**src/rtl/dsram_dma_if.sv**
```systemverilog
// rtl/dsram_dma_if.sv - RAM-side port bundle between the DMA engine and a distributed RAM
//
// Groups the single-read / single-write RAM port:
//   mem_dout_addr  read address (async read)
//   mem_dout       read data returned by the RAM
//   mem_we         write enable (sync write)
//   mem_din_addr   write address
//   mem_din        write data
// master: the engine that drives addresses and writes; slave: the RAM.
interface dsram_dma_if #(
  parameter int WIDTH      = 13,
  parameter int DATA_WIDTH = 16
);
  logic [WIDTH-1:0]      mem_dout_addr;
  logic [DATA_WIDTH-1:0] mem_dout;
  logic                  mem_we;
  logic [WIDTH-1:0]      mem_din_addr;
  logic [DATA_WIDTH-1:0] mem_din;

  modport master (
    output mem_dout_addr,
    input  mem_dout,
    output mem_we,
    output mem_din_addr,
    output mem_din
  );

  modport slave (
    input  mem_dout_addr,
    output mem_dout,
    input  mem_we,
    input  mem_din_addr,
    input  mem_din
  );
endinterface

```
**src/rtl/dsram_dma.sv**
```systemverilog
// rtl/dsram_dma.sv - block copy / block fill engine sharing a distributed RAM with the CPU
//
// Ports:
//   clk, rst_n            clock, synchronous active-low reset
//   start, mode           command strobe (taken only when idle), 0 = copy / 1 = fill
//   src, dst, len         source base, destination base, word count (0..2^WIDTH)
//   fill_value            word written in fill mode
//   abort                 terminate an active transfer
//   busy, done            transfer in progress, one-cycle completion pulse
//   cpu_re/cpu_raddr      CPU read request and address, cpu_rdata returned data
//   cpu_we/cpu_waddr/...  CPU write request, address and data
//   mem                   RAM port bundle (master side)
// The CPU always wins both RAM ports; the DMA moves one word in any cycle
// where the port(s) it needs are free.
module dsram_dma #(
  parameter int WIDTH      = 13,
  parameter int DATA_WIDTH = 16
) (
  input  logic                  clk,
  input  logic                  rst_n,
  input  logic                  start,
  input  logic                  mode,
  input  logic [WIDTH-1:0]      src,
  input  logic [WIDTH-1:0]      dst,
  input  logic [WIDTH:0]        len,
  input  logic [DATA_WIDTH-1:0] fill_value,
  input  logic                  abort,
  output logic                  busy,
  output logic                  done,
  input  logic                  cpu_re,
  input  logic [WIDTH-1:0]      cpu_raddr,
  output logic [DATA_WIDTH-1:0] cpu_rdata,
  input  logic                  cpu_we,
  input  logic [WIDTH-1:0]      cpu_waddr,
  input  logic [DATA_WIDTH-1:0] cpu_wdata,
  dsram_dma_if.master           mem
);

  typedef enum logic {IDLE, RUN} state_t;

  localparam logic [WIDTH-1:0] PTR_ONE = {{(WIDTH-1){1'b0}}, 1'b1};
  localparam logic [WIDTH:0]   REM_ONE = {{WIDTH{1'b0}}, 1'b1};
  localparam logic [WIDTH:0]   REM_ZERO = '0;

  state_t                state, state_d;
  logic [WIDTH-1:0]      src_ptr, src_d;
  logic [WIDTH-1:0]      dst_ptr, dst_d;
  logic [WIDTH:0]        remaining, rem_d;
  logic                  mode_q, mode_d;
  logic [DATA_WIDTH-1:0] fill_q, fill_d;
  logic                  done_q, done_d;
  logic                  step;
  logic                  copy_step;
  logic [DATA_WIDTH-1:0] dma_data;

  // Fill never reads the RAM, so only a copy yields to a CPU read.
  // Gating with rst_n keeps the reset cycle free of DMA writes.
  assign step = rst_n && (state == RUN) && !abort && !cpu_we && !(!mode_q && cpu_re);
  assign copy_step = step && !mode_q;
  assign dma_data  = mode_q ? fill_q : mem.mem_dout;

  assign mem.mem_dout_addr = copy_step ? src_ptr : cpu_raddr;
  assign mem.mem_we        = cpu_we | step;
  assign mem.mem_din_addr  = cpu_we ? cpu_waddr : dst_ptr;
  assign mem.mem_din       = cpu_we ? cpu_wdata : dma_data;
  assign cpu_rdata         = mem.mem_dout;

  assign busy = (state == RUN);
  assign done = done_q;

  always_comb begin
    state_d = state;
    src_d   = src_ptr;
    dst_d   = dst_ptr;
    rem_d   = remaining;
    mode_d  = mode_q;
    fill_d  = fill_q;
    done_d  = 1'b0;
    case (state)
      IDLE: begin
        if (start) begin
          mode_d = mode;
          fill_d = fill_value;
          src_d  = src;
          dst_d  = dst;
          rem_d  = len;
          if (len == REM_ZERO) begin
            done_d = 1'b1;
          end else begin
            state_d = RUN;
          end
        end
      end
      RUN: begin
        if (abort) begin
          state_d = IDLE;
          done_d  = 1'b1;
        end else if (step) begin
          src_d = src_ptr + PTR_ONE;
          dst_d = dst_ptr + PTR_ONE;
          rem_d = remaining - REM_ONE;
          if (remaining == REM_ONE) begin
            state_d = IDLE;
            done_d  = 1'b1;
          end
        end
      end
      default: state_d = IDLE;
    endcase
  end

  always_ff @(posedge clk) begin
    if (!rst_n) begin
      state     <= IDLE;
      src_ptr   <= '0;
      dst_ptr   <= '0;
      remaining <= '0;
      mode_q    <= 1'b0;
      fill_q    <= '0;
      done_q    <= 1'b0;
    end else begin
      state     <= state_d;
      src_ptr   <= src_d;
      dst_ptr   <= dst_d;
      remaining <= rem_d;
      mode_q    <= mode_d;
      fill_q    <= fill_d;
      done_q    <= done_d;
    end
  end

endmodule

```
**src/flat_wrapper.sv**
```systemverilog
// flat-port wrapper written by rule: the top's interface ports become plain ports
module dsram_dma_flat 
#(
  parameter int WIDTH      = 13,
  parameter int DATA_WIDTH = 16
)
  (clk, rst_n, start, mode, src, dst, len, fill_value, abort, busy, done, cpu_re, cpu_raddr, cpu_rdata, cpu_we, cpu_waddr, cpu_wdata, mem_mem_dout_addr, mem_mem_dout, mem_mem_we, mem_mem_din_addr, mem_mem_din);
  dsram_dma_if #(.WIDTH(WIDTH), .DATA_WIDTH(DATA_WIDTH)) mem_i ();
  input  logic clk;
  input  logic rst_n;
  input  logic start;
  input  logic mode;
  input  logic [WIDTH-1:0] src;
  input  logic [WIDTH-1:0] dst;
  input  logic [WIDTH:0] len;
  input  logic [DATA_WIDTH-1:0] fill_value;
  input  logic abort;
  output logic busy;
  output logic done;
  input  logic cpu_re;
  input  logic [WIDTH-1:0] cpu_raddr;
  output logic [DATA_WIDTH-1:0] cpu_rdata;
  input  logic cpu_we;
  input  logic [WIDTH-1:0] cpu_waddr;
  input  logic [DATA_WIDTH-1:0] cpu_wdata;
  output wire logic [$bits(mem_i.mem_dout_addr)-1:0] mem_mem_dout_addr;
  input wire logic [$bits(mem_i.mem_dout)-1:0] mem_mem_dout;
  output wire logic [$bits(mem_i.mem_we)-1:0] mem_mem_we;
  output wire logic [$bits(mem_i.mem_din_addr)-1:0] mem_mem_din_addr;
  output wire logic [$bits(mem_i.mem_din)-1:0] mem_mem_din;
  assign mem_mem_dout_addr = mem_i.mem_dout_addr;
  assign mem_i.mem_dout = mem_mem_dout;
  assign mem_mem_we = mem_i.mem_we;
  assign mem_mem_din_addr = mem_i.mem_din_addr;
  assign mem_mem_din = mem_i.mem_din;
  dsram_dma #(.WIDTH(WIDTH), .DATA_WIDTH(DATA_WIDTH)) u_core (.clk(clk), .rst_n(rst_n), .start(start), .mode(mode), .src(src), .dst(dst), .len(len), .fill_value(fill_value), .abort(abort), .busy(busy), .done(done), .cpu_re(cpu_re), .cpu_raddr(cpu_raddr), .cpu_rdata(cpu_rdata), .cpu_we(cpu_we), .cpu_waddr(cpu_waddr), .cpu_wdata(cpu_wdata), .mem(mem_i));
endmodule
```
**config.mk**
```make
export PLATFORM = sky130hd
export DESIGN_NAME = dsram_dma_flat
export DESIGN_NICKNAME = d
export VERILOG_FILES = /design/src/rtl/dsram_dma_if.sv /design/src/rtl/dsram_dma.sv /design/src/flat_wrapper.sv
export SDC_FILE = /design/constraint.sdc
export NUM_CORES = 1
export LEC_CHECK = 0
export CAP_MARGIN = 30
export CORE_MARGIN = 8
export CORE_UTILIZATION = 42
export DETAILED_ROUTE_END_ITERATION = 6
export GPL_ROUTABILITY_DRIVEN = 0
export PLACE_DENSITY_LB_ADDON = 0.12
export SYNTH_ARGS = -nofsm -noshare
export SYNTH_HDL_FRONTEND = slang
export SYNTH_SLANG_ARGS = --single-unit
export TNS_END_PERCENT = 50
```
**constraint.sdc**
```tcl
create_clock -name clk -period 2.7 [get_ports clk]
set_input_delay 0.54 -clock clk [delete_from_list [all_inputs] [get_ports clk]]
set_output_delay 0.54 -clock clk [all_outputs]
set_load 0.01 [all_outputs]
```
==> results of run 1 <==
-- registers in the layout (all words and copies together), names as in the netlist --
signal,count
u_core.remaining,14
u_core.dst_ptr,13
u_core.done,1
u_core.src_ptr,13
u_core.fill_q,16
u_core.busy,1
u_core.mode_q,1
-- what timing repair did --
action	CTS	global route
cloned	1	0
pin swaps	2	1
resized for setup	54	0
endpoints found under the setup margin	14	2
-- power breakdown --
part	internal [mW]	total [mW]	switching (mW)
Combinational	0.434	0.787	0.352
Sequential	0.937	1.02	0.0804
Clock	0.536	0.900	0.363
Total	1.91	2.70	0.796
-- final cells by class --
cell class	instances	area, um^2	area share [%]
tap	129	161	2.66
multi-input combinational	393	2510	41.4
clock buffer	10	138	2.27
inverter	8	30.0	0.495
sequential	59	1180	19.5
clock inverter	5	77.6	1.28
timing repair buffer	204	1970	32.5
-- through the flow --
step | total power [mW] | instance area (um^2) | cells
2_1_floorplan | 1.41 | 4000 | 515
3_3_place_gp | 1.81 | 5870 | 792
3_5_place_dp | 1.82 | 5870 | 792
4_1_cts | 2.72 | 6070 | 808
5_1_grt | 2.83 | 6070 | 808
6_report | 2.70 | 6070 | 808
-- final timing paths --
| kind | from | to | slack [ns] | cells past startpoint |
|---|---|---|---|---|
| worst max register to register | u_core.busy | u_core.dst_ptr[9] | 0.59 | 6 |
| worst max-delay path | cpu_re | mem_mem_dout_addr[1] | 0.07 | 7 |
| worst min register to register | u_core.fill_q[12] | u_core.fill_q[12] | 0.46 | 2 |
| worst min-delay path | u_core.fill_q[12] | u_core.fill_q[12] | 0.46 | 2 |
-- logic make-up after synthesis --
| group | after synthesis | synth area share, % |
|---|---|---|
| multiplexers | 49 | 13.1 |
| adder cells (fa/ha/maj) | 4 | 1.25 |
| AO/OA/AOI/OAI | 139 | 22.5 |
| buffers and inverters | 63 | 7.96 |
| flip-flops | 59 | 29.6 |
| AND/OR/NAND/NOR | 201 | 25.7 |
-- tightest hold or removal path: cells and delay by family (launching register included) --
| kind | cells | cell delay (ns) |
|---|---|---|
| AO/OA/AOI/OAI | 1 | 0.05 |
| flip-flops | 1 | 0.31 |
| AND/OR/NAND/NOR | 1 | 0.05 |
-- cell usage after synthesis, types with 4 or more instances --
master,n
nand2_1,92
dfxtp_1,59
a21oi_1,41
o21ai_0,28
mux2_2,26
mux2i_1,23
clkbuf_1,21
nand3_1,19
nor2_1,19
buf_4,18
a31oi_1,13
buf_2,11
nor3_1,11
o211ai_1,11
inv_1,8
and3_1,6
nand4_1,6
nor4_1,6
o32ai_1,6
or3_1,6
or4_1,6
buf_1,5
a211oi_1,4
ha_1,4
o22ai_1,4
o2bb2ai_1,4
-- metal layers --
layer  GRT usage, %  part of all wire [%]  vias up
li1               -                     -     2222
met1           24.8                    42     2159
met2           39.6                    48      230
met3           5.12                   7.2       32
met4           9.59                   2.7        0
met5              0                     0        -
==> metrics.md, run 1 <==
| Metric | Value |
|---|---|
| Final #Nets | `800` |
| Worst skew pair latency | `0.34 ns` |
| CP cell instances | `clkdlybuf4s50_1 -> nand2b_1 -> nand2_2 -> nor2_4 -> buf_16 -> mux2_2 -> clkdlybuf4s15_2` |
| Final Slew Violations | `0` |
| Layout cells sized above 1 | `between 10% and 20%` |
| Die width | `114 um` |
| Cells after Synth | `515` |
| CP Launch Type | `input port` |
| DRT antenna net count | `0` |
| Setup repair bufs after CTS | `0` |
| Clock Path Buffers | `2` |
| Synthesized area per cell | `slightly below 8 um^2` |
| CP Class | `input port to output pin` |
| Initial DRC count | `361` |
| Num Clock Sinks | `roughly 60` |
| Fin. Hold Viols | `0` |
| Via count | `4643` |
| Clk pin slew, worst setup/hold paths | `0.07 ns` |
| Unrepaired setup endpoints after global routing | `false` |
| Antenna violations before repair | `0` |
| Synth Cell Area | `approximately 4000 um^2` |
| Mapped Nets | `between 600 and 700` |
| Leakage | `~2.2 nW` |
| Cell Pwr Density | `about 450 nW/um^2` |
| Slowest Stage Delay on Critical Path | `0.42 ns` |
| Max stage delay cell, worst path | `clkdlybuf4s50_1` |
| Rows | `35` |
| Sequential-to-total area share from yosys stat | `29.6%` |
| Most frequent cells in the layout | `clkdlybuf4s50_1 (165), nand2_1 (92), dfxtp_1 (59)` |
| CTS tree | `done` |
| Period minus WS final | `2.63 ns` |
| #FFs+latches synth | `59` |
| # port buffers | `181` |
| Total CTS buffers | `9` |
| Worst slew margin | `69.3%` |
| Hold Worst Slack | `approximately 0.46 ns` |
| Initial Util | `43.2%` |
| PnR worst setup slack | `0.0696 ns` |
| Setup_tns | `0 ns` |
| Global-route wire length before repair | `23300 um` |
| N_diodes | `0` |
| GRT Overall Usage | `22.3%` |
| Root Buffer | `clkbuf_8` |
| Final period util | `97.4%` |
| Maximum level of the CTS H-tree | `3` |
| Synth area leaders | `dfxtp_1 (30%), nand2_1 (8.6%), mux2_2 (7.3%)` |
| Drt drc | `0` |
| Number of synthesized flops with an enable pin | `0` |
| Fmax | `0.380 GHz` |
| I/O pin cnt | `between 150 and 200` |
| Fillers | `between 700 and 800` |
| Vias in the first global route | `around 4600` |
| Status | `complete, no violations` |
| Crit-path leading delay family | `buffers and inverters` |
| Max-cap viol count | `0` |
| Die ar. | `12900 um^2` |
| Post-detail-place hpwl | `11200 um` |
| Crit path max fanout | `6` |
| DRT Pass-1 Iters | `4` |
| Core region area | `9240 um^2` |
| Final core utilization | `65.6%` |
| Post-synth top area cell | `dfxtp_1` |
| IR drop worst, VDD | `about 0.00024 V` |
| Vias per cell | `5.75` |
| Setup violations, final | `0` |
| WP buf/inv | `3` |
| Synth async-reset ratio | `0%` |
| Hold-fix buffers, CTS | `0` |
| Largest net degree at the start of global routing | `49` |
| WL/cell | `18.6 um` |
| Crit end category | `output pin` |
| Data required, critical path | `2.16 ns` |
| Commonest register cell after synthesis | `dfxtp_1` |
| Worst slew pin tran | `between 0.4 and 0.5 ns` |
| Most common cell after layout, fill and taps aside | `clkdlybuf4s50_1` |
| Yosys top cell area share | `a little under 30%` |
| Die height | `between 100 and 150 um` |
| Clock skew | `0.00992 ns` |
| Netlist cell types | `63` |
| Hold WC Path Type | `flip-flop to flip-flop` |
| Post-Route WL | `15000 um` |
| Place WS | `-0.333 ns` |
| WP data arrival | `roughly 2.1 ns` |
| Area growth, synth to finish | `51.8%` |
| Yosys Warn Count | `0` |
| Gr ovfl total | `0` |
(Power assumes the default switching activity.)
==> run 2, diff against run 1 <==
Settings changed: CORE_UTILIZATION 42 to 38, CTS_CLUSTER_DIAMETER set to 150.
Clock period 2.7 ns to 2.4 ns, I/O delays scaled along.
==> metrics.md, run 2 (synthesized netlist as in run 1, its figures left out) <==
| Metric | Value |
|---|---|
| Status | `complete, no violations (unchanged)` |
| Fillers | `944 (was 791)` |
| Initial DRC count | `357 (was 361)` |
| Rows | `37 (was 35)` |
| Clk pin slew, worst setup/hold paths | `0.06 ns (was 0.07 ns)` |
| Post-Route WL | `15500 um (was 15000 um)` |
| Layout cells sized above 1 | `15.7% (was 13.7%)` |
| Final #Nets | `814 (was 800)` |
| FF-to-FF End | `u_core.remaining[2] (was u_core.dst_ptr[9])` |
| Die width | `119 um (was 114 um)` |
| Vias in the first global route | `4792 (was 4604)` |
| Setup violations, final | `0 (unchanged)` |
| Die height | `119 um (was 114 um)` |
| Final Slew Violations | `0 (unchanged)` |
| Setup_tns | `0 ns (unchanged)` |
| Die ar. | `14100 um^2 (was 12900 um^2)` |
| DP Area | `5960 um^2 (was 5870 um^2)` |
| Root Buffer | `clkbuf_8 (unchanged)` |
| IR drop worst, VDD | `0.000318 V (was 0.000236 V)` |
| Final core utilization | `61.2% (was 65.6%)` |
| Gr ovfl total | `0 (unchanged)` |
| Leakage | `2.36 nW (was 2.22 nW)` |
| DRT antenna net count | `0 (unchanged)` |
| DRT Pass-1 Iters | `5 (was 4)` |
| Core region area | `10300 um^2 (was 9240 um^2)` |
| WP data arrival | `1.88 ns (was 2.09 ns)` |
| Num Clock Sinks | `59 (unchanged)` |
| Worst reg-to-reg setup slack | `0.16 ns (was 0.59 ns)` |
| Max reg flops | `16 (unchanged)` |
| RR Startpoint | `u_core.mode_q (was u_core.busy)` |
| I/O pin cnt | `182 (unchanged)` |
| Top Registers | `u_core.fill_q: 16 flops, u_core.remaining: 14 flops (unchanged)` |
| Crit path max fanout | `7 (was 6)` |
| Multi-input gate area | `2570 um^2 (was 2510 um^2)` |
| Max-cap viol count | `0 (unchanged)` |
| Final period util | `98.2%` |
| # port buffers | `181 (unchanged)` |
| Hold Path Origin | `u_core.fill_q[6] (was u_core.fill_q[12])` |
| PnR worst setup slack | `0.0423 ns (was 0.0696 ns)` |
| Final non-filler cell total | `830 (was 808)` |
| Final Cell Area | `6290 um^2 (was 6070 um^2)` |
| Global-route wire length before repair | `24500 um (was 23300 um)` |
| Initial Util | `38.9% (was 43.2%)` |
| Largest net degree at the start of global routing | `49 (unchanged)` |
| Hold-fix buffers, CTS | `0 (unchanged)` |
| Top reg by flops | `u_core.fill_q (unchanged)` |
| Via count | `4696 (was 4643)` |
| Clock Path Buffers | `2 (unchanged)` |
| Hold WC Path Type | `flip-flop to flip-flop (unchanged)` |
| Total power draw | `2.99 mW (was 2.70 mW)` |
| Post-detail-place hpwl | `11500 um (was 11200 um)` |
| Maximum level of the CTS H-tree | `3 (unchanged)` |
| CP Launch Type | `input port (unchanged)` |
| Clock skew | `0.0105 ns (was 0.00992 ns)` |
| Data required, critical path | `1.92 ns (was 2.16 ns)` |
| Cell Pwr Density | `475 nW/um^2 (was 446 nW/um^2)` |
| GRT Overall Usage | `21.1% (was 22.3%)` |
| Hold Worst Slack | `0.454 ns (was 0.459 ns)` |
| Area growth, synth to finish | `57.5% (was 51.8%)` |
| Worst slew pin tran | `0.450 ns (was 0.456 ns)` |
| Hold depth | `2 (unchanged)` |
| Worst slew margin | `69.7% (was 69.3%)` |
| Place WS | `-0.510 ns (was -0.333 ns)` |
| Antenna violations before repair | `0 (unchanged)` |
| Worst-case reg-to-reg path depth | `13 (was 6)` |
| Crit end category | `output pin (unchanged)` |
| Drt drc | `0 (unchanged)` |
| N_diodes | `0 (unchanged)` |
| CTS tree | `done (unchanged)` |
| Vias per cell | `5.66 (was 5.75)` |
| WL/cell | `18.7 um (was 18.6 um)` |
| Placed cells | `805 (was 792)` |
| Reg area | `1180 um^2 (about the same)` |
| Total CTS buffers | `9 (unchanged)` |
| Fin. Hold Viols | `0 (unchanged)` |
| Fmax | `0.424 GHz` |
| Most common cell after layout, fill and taps aside | `clkdlybuf4s50_1 (unchanged)` |
| Worst skew pair latency | `0.34 ns (about the same)` |
| Worst hold endpoint | `u_core.fill_q[6] (was u_core.fill_q[12])` |
| CP Class | `input port to output pin (unchanged)` |
| Period minus WS final | `about 2.4 ns` |
| Most frequent cells in the layout | `clkdlybuf4s50_1 (163), nand2_1 (92), dfxtp_1 (58) (was clkdlybuf4s50_1 (165), nand2_1 (92), dfxtp_1 (59))` |
-- run 2: worst max-delay path, stage by stage --
cell           delay, ns
dlygate4sd2_1       0.24
and4bb_4            0.36
nand2_4             0.06
nor2_4              0.11
buf_6               0.17
mux2_4              0.32
buf_6               0.12
-- run 2: area by class of cell --
cell class	count	area share, %
Multi-Input combinational cell	393	40.8
Timing Repair Buffer	218	34.1
Sequential cell	59	18.8
Tap cell	136	2.70
Clock buffer	11	2.25
Clock inverter	5	0.835
Inverter	8	0.477
-- run 2: what timing repair did --
| item | CTS | global route |
|---|---|---|
| resized for setup | 81 | 9 |
| pin swaps | 3 | 2 |
| endpoints found under the setup margin | 14 | 30 |
| buffers inserted | 9 | 1 |
| gates cloned | 1 | 0 |
| hold endpoints to repair | 0 | 0 |
-- run 2: how the worst max path moves through the flow --
stage | end | cells past startpoint | slack [ns] | startpoint
after floorplan | mem_mem_dout_addr[10] | 6 | 0.22 | rst_n
after global placement | mem_mem_dout_addr[2] | 7 | -0.47 | abort
after detailed placement | mem_mem_dout_addr[2] | 7 | -0.51 | abort
after CTS | mem_mem_dout_addr[1] | 8 | -0.03 | abort
after global routing | mem_mem_dout_addr[2] | 7 | -0.009 | abort
final | mem_mem_dout_addr[2] | 7 | 0.04 | abort
-- run 2: report_power, final --
part           leakage (nW)  switching [mW]  internal [mW]
clock                0.0991           0.401          0.502
combinational          1.78           0.413          0.533
sequential            0.486          0.0861           1.05
total                  2.36           0.900           2.09
-- run 2: per-layer routing --
metal	GRT usage [%]	vias up	part of all wire [%]
met4	9.09	0	2.7
met3	6.62	37	8.2
met5	0	-	0
met1	23.9	2175	42
li1	-	2241	-
met2	35.9	243	47
